`config.mk`:
```
export PLATFORM = sky130hd
export DESIGN_NAME = record_bank
export DESIGN_NICKNAME = d
export VERILOG_FILES = /design/src/rtl/record_bank.sv
export SDC_FILE = /design/constraint.sdc
export NUM_CORES = 2
export LEC_CHECK = 0
export ABC_AREA = 1
export ABC_CLOCK_PERIOD_IN_PS = 3400
export CAP_MARGIN = 20
export CORE_MARGIN = 3
export CORE_UTILIZATION = 45
export CTS_BUF_LIST = sky130_fd_sc_hd__clkbuf_8
export CTS_CLUSTER_DIAMETER = 200
export DETAILED_ROUTE_END_ITERATION = 7
export SYNTH_ARGS = -nofsm -noshare
export SYNTH_HDL_FRONTEND = slang
export SYNTH_SLANG_ARGS = --single-unit
export TNS_END_PERCENT = 5
```
`constraint.sdc`:
```
create_clock -name clk -period 3.4 [get_ports clk]
set_input_delay 0.68 -clock clk [delete_from_list [all_inputs] [get_ports clk]]
set_output_delay 0.68 -clock clk [all_outputs]
set_load 0.05 [all_outputs]
```
`src/rtl/record_bank.sv`:
```
// Multi-track note recorder: appends {octave, note, length, full_note} entries per track, streams them back.
// Latency: play_start/play_next -> entry outputs and out_valid one cycle later; overflow/play_done pulse one cycle after cause.
// Backpressure: none; rec_valid on a full track is dropped and flagged via overflow, play_next is pulse-driven by the player.
//
// Ports:
//   clk, rst_n                  clock, synchronous active-low reset
//   track_sel                   track addressed by rec_start / play_start / clr
//   rec_start, rec_stop         enter / leave recording
//   rec_valid + entry fields    append one entry while recording
//   play_start, play_next,      enter playback (loop sampled here), advance, abort
//   play_stop, loop
//   clr                         empty track_sel while idle
//   *_r, out_valid              registered playback entry and its qualifier
//   play_done, overflow         one-cycle event pulses
//   busy, cur_track, count,     status (count follows track_sel when idle, cur_track otherwise)
//   full, empty
module record_bank #(
  parameter int TRACKS         = 4,
  parameter int DEPTH_BITS     = 5,
  parameter int OCTAVE_BITS    = 2,
  parameter int NOTE_BITS      = 3,
  parameter int LENGTH_BITS    = 4,
  parameter int FULL_NOTE_BITS = 4,
  localparam int TRK_BITS      = $clog2(TRACKS),
  localparam int CNT_BITS      = DEPTH_BITS + 1
) (
  input  logic                      clk,
  input  logic                      rst_n,
  input  logic [TRK_BITS-1:0]       track_sel,
  input  logic                      rec_start,
  input  logic                      rec_stop,
  input  logic                      rec_valid,
  input  logic [OCTAVE_BITS-1:0]    octave,
  input  logic [NOTE_BITS-1:0]      note,
  input  logic [LENGTH_BITS-1:0]    length,
  input  logic [FULL_NOTE_BITS-1:0] full_note,
  input  logic                      play_start,
  input  logic                      play_next,
  input  logic                      play_stop,
  input  logic                      loop,
  input  logic                      clr,
  output logic [OCTAVE_BITS-1:0]    octave_r,
  output logic [NOTE_BITS-1:0]      note_r,
  output logic [LENGTH_BITS-1:0]    length_r,
  output logic [FULL_NOTE_BITS-1:0] full_note_r,
  output logic                      out_valid,
  output logic                      play_done,
  output logic                      overflow,
  output logic                      busy,
  output logic [TRK_BITS-1:0]       cur_track,
  output logic [CNT_BITS-1:0]       count,
  output logic                      full,
  output logic                      empty
);

  localparam int DEPTH     = 1 << DEPTH_BITS;
  localparam int ADDR_BITS = TRK_BITS + DEPTH_BITS;
  localparam logic [CNT_BITS-1:0]   CNT_FULL = CNT_BITS'(DEPTH);
  localparam logic [CNT_BITS-1:0]   CNT_ONE  = CNT_BITS'(1);
  localparam logic [DEPTH_BITS-1:0] PTR_ONE  = DEPTH_BITS'(1);
  localparam logic [DEPTH_BITS-1:0] PTR_ZERO = '0;

  typedef struct packed {
    logic [OCTAVE_BITS-1:0]    octave;
    logic [NOTE_BITS-1:0]      note;
    logic [LENGTH_BITS-1:0]    length;
    logic [FULL_NOTE_BITS-1:0] full_note;
  } entry_t;

  typedef enum logic [1:0] {
    IDLE = 2'd0,
    REC  = 2'd1,
    PLAY = 2'd2
  } state_t;

  state_t                state_q, state_d;
  logic [TRK_BITS-1:0]   cur_track_q, cur_track_d;
  logic                  loop_q, loop_d;
  logic [DEPTH_BITS-1:0] rd_ptr_q, rd_ptr_d;
  logic [CNT_BITS-1:0]   cnt_q [TRACKS];

  // Flat storage addressed {track, index}; intentionally not reset.
  entry_t                mem [TRACKS*DEPTH];

  entry_t                wr_dat;
  logic [ADDR_BITS-1:0]  wr_addr, rd_addr;
  logic                  wr_en, rd_en, cnt_clr;
  logic                  out_valid_d, play_done_d, overflow_d;
  logic [CNT_BITS-1:0]   sel_cnt, cur_cnt;
  logic                  rd_last;

  assign sel_cnt = cnt_q[track_sel];
  assign cur_cnt = cnt_q[cur_track_q];
  // rd_ptr sits on the final stored entry of the current track.
  assign rd_last = (({1'b0, rd_ptr_q} + CNT_ONE) == cur_cnt);
  assign wr_dat  = {octave, note, length, full_note};
  // Appends land at index == current fill count; only used while count < DEPTH.
  assign wr_addr = {cur_track_q, cur_cnt[DEPTH_BITS-1:0]};

  assign busy      = (state_q != IDLE);
  assign cur_track = cur_track_q;
  assign count     = (state_q == IDLE) ? sel_cnt : cur_cnt;
  assign full      = (count == CNT_FULL);
  assign empty     = (count == '0);

  always_comb begin
    state_d     = state_q;
    cur_track_d = cur_track_q;
    loop_d      = loop_q;
    rd_ptr_d    = rd_ptr_q;
    rd_addr     = {cur_track_q, rd_ptr_q};
    rd_en       = 1'b0;
    wr_en       = 1'b0;
    cnt_clr     = 1'b0;
    out_valid_d = 1'b0;
    play_done_d = 1'b0;
    overflow_d  = 1'b0;

    case (state_q)
      IDLE: begin
        if (rec_start) begin
          state_d     = REC;
          cur_track_d = track_sel;
        end else if (play_start) begin
          cur_track_d = track_sel;
          loop_d      = loop;
          if (sel_cnt != '0) begin
            state_d     = PLAY;
            rd_ptr_d    = '0;
            rd_addr     = {track_sel, PTR_ZERO};
            rd_en       = 1'b1;
            out_valid_d = 1'b1;
          end else begin
            // Nothing to play: report completion straight away.
            play_done_d = 1'b1;
          end
        end else if (clr) begin
          cnt_clr = 1'b1;
        end
      end

      REC: begin
        // A write in the same cycle as rec_stop still completes.
        if (rec_valid) begin
          if (cur_cnt != CNT_FULL) wr_en = 1'b1;
          else                     overflow_d = 1'b1;
        end
        if (rec_stop) state_d = IDLE;
      end

      PLAY: begin
        out_valid_d = 1'b1;
        if (play_stop) begin
          state_d     = IDLE;
          out_valid_d = 1'b0;
        end else if (play_next) begin
          if (!rd_last) begin
            rd_ptr_d = rd_ptr_q + PTR_ONE;
            rd_addr  = {cur_track_q, rd_ptr_q + PTR_ONE};
            rd_en    = 1'b1;
          end else if (loop_q) begin
            rd_ptr_d = '0;
            rd_addr  = {cur_track_q, PTR_ZERO};
            rd_en    = 1'b1;
          end else begin
            state_d     = IDLE;
            out_valid_d = 1'b0;
            play_done_d = 1'b1;
          end
        end
      end

      default: state_d = IDLE;
    endcase
  end

  always_ff @(posedge clk) begin
    if (!rst_n) begin
      state_q     <= IDLE;
      cur_track_q <= '0;
      loop_q      <= 1'b0;
      rd_ptr_q    <= '0;
      out_valid   <= 1'b0;
      play_done   <= 1'b0;
      overflow    <= 1'b0;
      {octave_r, note_r, length_r, full_note_r} <= '0;
      for (int i = 0; i < TRACKS; i++) cnt_q[i] <= '0;
    end else begin
      state_q     <= state_d;
      cur_track_q <= cur_track_d;
      loop_q      <= loop_d;
      rd_ptr_q    <= rd_ptr_d;
      out_valid   <= out_valid_d;
      play_done   <= play_done_d;
      overflow    <= overflow_d;
      // Entry outputs double as the read register and hold after playback ends.
      if (rd_en) {octave_r, note_r, length_r, full_note_r} <= mem[rd_addr];
      if (wr_en) cnt_q[cur_track_q] <= cur_cnt + CNT_ONE;
      if (cnt_clr) cnt_q[track_sel] <= '0;
    end
  end

  always_ff @(posedge clk) begin
    if (rst_n && wr_en) mem[wr_addr] <= wr_dat;
  end

endmodule

```
==> metrics.md <==
| Metric | Value |
|---|---|
| Outcome | `finished, violations left` |
| Failing checks | `setup timing` |
| Max Slew Vio Count | `0` |
| Layout fillers | `13.87k` |
| Yosys warns | `0` |
| Number of flops mapped to enable cells by yosys | `1688` |
| Maximum VDD drop | `0.4353 mV` |
| Die Height | `416.6 um` |
| Synth top area share | `66.82%` |
| Average wire per standard cell | `24.63 um` |
| Clock buffer count from CTS | `305` |
| Cells after Synth | `6957` |
| DRC | `0` |
| Initial antenna violation count | `8` |
| Syn-to-layout area delta | `25.58%` |
| First-pass GRT wire length | `348.2 mm` |
| Unrepaired setup endpoints after global routing | `yes` |
| CP peak stage delay | `0.36 ns` |
| Root Buffer | `clkbuf_8` |
| Combinational power share | `17.1%` |
| Clock power share | `35.0%` |
| Slew margin rel. | `32.77%` |
| Buffer and inverter count on the worst path | `5` |
| Ranking of synthesized cells by area | `edfxtp_1 67%, nand3_1 11%, nand2_1 6.9%, nand3b_1 5.4%, inv_1 4.5%` |
| Setup slack after layout | `-0.1526 ns` |
| Final setup vio count | `16` |
| DRT Pass-1 Iters | `6` |
| Routed WL | `248.6 mm` |
| Hold Vio Cnt, Final | `0` |
| Vias in the first global route | `53.23k` |
| TritonCTS clock tree | `built` |
| Largest net degree at the start of global routing | `77` |
| Setup crit end kind | `output pin` |
| Avg Vias per Cell | `5.577` |
| Synthesized Nets | `6985` |
| Tot Pwr | `0.04882 W` |
| Yosys reg bits | `1716` |
| Layout cells sized above 1 | `19.67%` |
| 1st-iter DRT viols | `6560` |
| Worst EP arrival | `2.87 ns` |
| Post-synth ARST share | `0%` |
| Clock latency at the later pin of the worst-skew pair | `1.07 ns` |
| Leakage power | `38.29 nW` |
| Die extent in x | `416.6 um` |
| Post-synthesis cell area | `0.07586 sq mm` |
| Clk slew on worst S/H paths | `0.06 ns` |
| Io pins | `52` |
| Crit start category | `flop` |
| Mapped Avg Cell Area | `10.90 sq um` |
| Final #Nets | `7698` |
| # rows | `150` |
| Register area share after synthesis | `67.56%` |
| Required @ worst endpoint | `2.72 ns` |
| Hold Path Class | `input pin to flop` |
| Final worst path period share | `104.5%` |
| DR vias | `56.30k` |
| CP Class | `flop to output pin` |
| Port Buffer Count | `51` |
| Total GRT Usage | `26.98%` |
| Fin Hold WS | `0.1040 ns` |
| Core Area | `0.1674 sq mm` |
| Remaining Overflow, GRT | `0` |
| Crit-path cells | `buf_12, inv_12, buf_6, nand2_1, nand3_2, nand2_2, buf_6, nand2_4, o21ai_4, nor4_4, nand2_1, nor2_2, buf_12` |
| Fmax | `281.5 MHz` |
| Cell taking the most area after synthesis | `edfxtp_1` |
| Actual slew at the worst max-slew pin | `1.007 ns` |
| Internal power | `0.03507 W` |
| Net Switching | `0.01375 W` |
| Tmin final | `3.553 ns` |
| PD cells | `512.5 mW/mm^2` |
| Initial core utilization | `45.31%` |
| Dominant synthesized flop cell | `edfxtp_1` |
| GP Congestion | `0.9095` |
| Die area | `0.1735 sq mm` |
| Hpwl dp | `143.0 mm` |
| Clock Skew | `0.09465 ns` |
| Yosys cell types | `36` |
| Sw Share | `28.17%` |
| Crit Path Max Fanout | `7` |
| Clk buf depth | `4` |
| Post-DRT Antenna Nets | `0` |
| Delay-heaviest family, CP | `simple AND/OR/NAND/NOR gates` |
| CTS H-tree lvls | `5` |
| Clk sink count | `1716` |
| Max-Cap Viols | `0` |
| CP max-delay cell | `dfxtp_4` |
| Sequential share of power | `47.9%` |
==> metal layers <==
metal | GRT usage (%) | share of wire (%) | up-vias
li1 | - | - | 25313
met1 | 37.43 | 40 | 27539
met2 | 41.82 | 46 | 2931
met3 | 5.035 | 9.5 | 519
met4 | 11.47 | 4.2 | 0
met5 | 0 | 0 | -
==> power by group through the flow <==
stage	logic [W]	clock network (W)	registers (W)
CTS	0.00708	0.0174	0.0234
finish	0.00835	0.0171	0.0234
global route	0.00874	0.0183	0.0234
floorplan	0.00311	0	0.0238
detailed placement	0.00645	0	0.0238
global placement	0.00642	0	0.0238
==> cells in the mapped netlist (6+ instances only) <==
cell type,n
a21oi_1,22
buf_1,52
dfxtp_1,28
buf_6,22
buf_4,14
buf_2,224
nand4_1,6
nand3_1,1629
clkbuf_1,134
edfxtp_1,1688
nand2_1,1393
inv_1,914
nand3b_1,546
inv_2,9
nor2_1,181
o211ai_1,26
o21ai_0,25
==> stage by stage <==
step           std cells  util (%)  instance area, sq um  setup WS, ns  TNS (ns)
2_1_floorplan       6957         -                 75860       -0.1174   -0.2348
3_3_place_gp        9380     50.36                 84310        -1.369    -15.66
3_5_place_dp        9380     50.36                 84310        -1.367    -15.34
4_1_cts             9949     54.59                 91380       -0.2593    -2.934
5_1_grt            10091     56.89                 95250       -0.3069    -5.706
6_report           10095     56.90                 95260       -0.1526    -1.391
==> sequential cells by signal, summed over array words and instances (netlist names), named ones only <==
signal       flops
out_valid        1
play_done        1
length_r         4
cnt_q           24
loop_q           1
octave_r         2
cur_track        2
note_r           3
overflow         1
mem           1664
rd_ptr_q         5
state_q          2
full_note_r      4
==> logic make-up after synthesis <==
| logic type | count (synthesis) | synth area share [%] |
|---|---|---|
| xor gates and xnor gates | 2 | 0.02310 |
| DFF | 1716 | 67.56 |
| buffers and inverters | 1373 | 7.454 |
| AOI/OAI and AO/OA | 85 | 0.6779 |
| adders and majority gates | 3 | 0.04949 |
| and+or+nand+nor | 3778 | 24.24 |
==> cell type report <==
type,instances,area (sq um),area share [%]
Multi-Input combinational cell,3869,21130,22.18
Tap cell,2204,2758,2.895
Inverter,927,3571,3.749
Sequential cell,1716,51250,53.81
Clock inverter,207,908.4,0.9536
Timing Repair Buffer,850,11290,11.85
Timing Repair inverter,1,8.758,0.009194
Clock buffer,314,4322,4.537
Antenna cell,7,17.52,0.01839
==> cell usage in the layout, fill, tap and decap left out, drive strengths merged, types with 2 or more instances in the layout <==
| master | count |
|---|---|
| nand2 | 1403 |
| clkbuf | 350 |
| clkinvlp | 6 |
| dfxtp | 28 |
| clkinv | 78 |
| inv | 1047 |
| o21ai | 32 |
| bufinv | 4 |
| nor3 | 2 |
| nand4 | 7 |
| nand3b | 546 |
| edfxtp | 1688 |
| o22ai | 2 |
| bufbuf | 5 |
| nand3 | 1634 |
| clkdlybuf4s50 | 28 |
| o211ai | 27 |
| a21oi | 22 |
| ha | 3 |
| buf | 779 |
| diode | 7 |
| nor2 | 184 |
| nor4 | 2 |
==> final timing paths <==
check	slack, ns	depth (start not counted)	end	startpoint
max reg2reg	-0.15	30	octave_r[0]$_SDFFE_PN0P_	flop
min reg2reg	0.56	2	loop_q$_SDFFE_PN0P_	loop_q$_SDFFE_PN0P_
min	0.10	1	mem[26][5]$_DFFE_PP_	length[1]
max	-0.15	13	empty	flop
==> what timing repair did <==
action                     CTS  global route
gates resized for setup    190           397
gates cloned                20            42
setup buffers               28            98
pin swaps                   20            82
hold endpoints to repair     0             0
setup endpoints to repair   21           600
hold buffers                 0             0
Note: power is estimated with default switching activity, not from simulation.
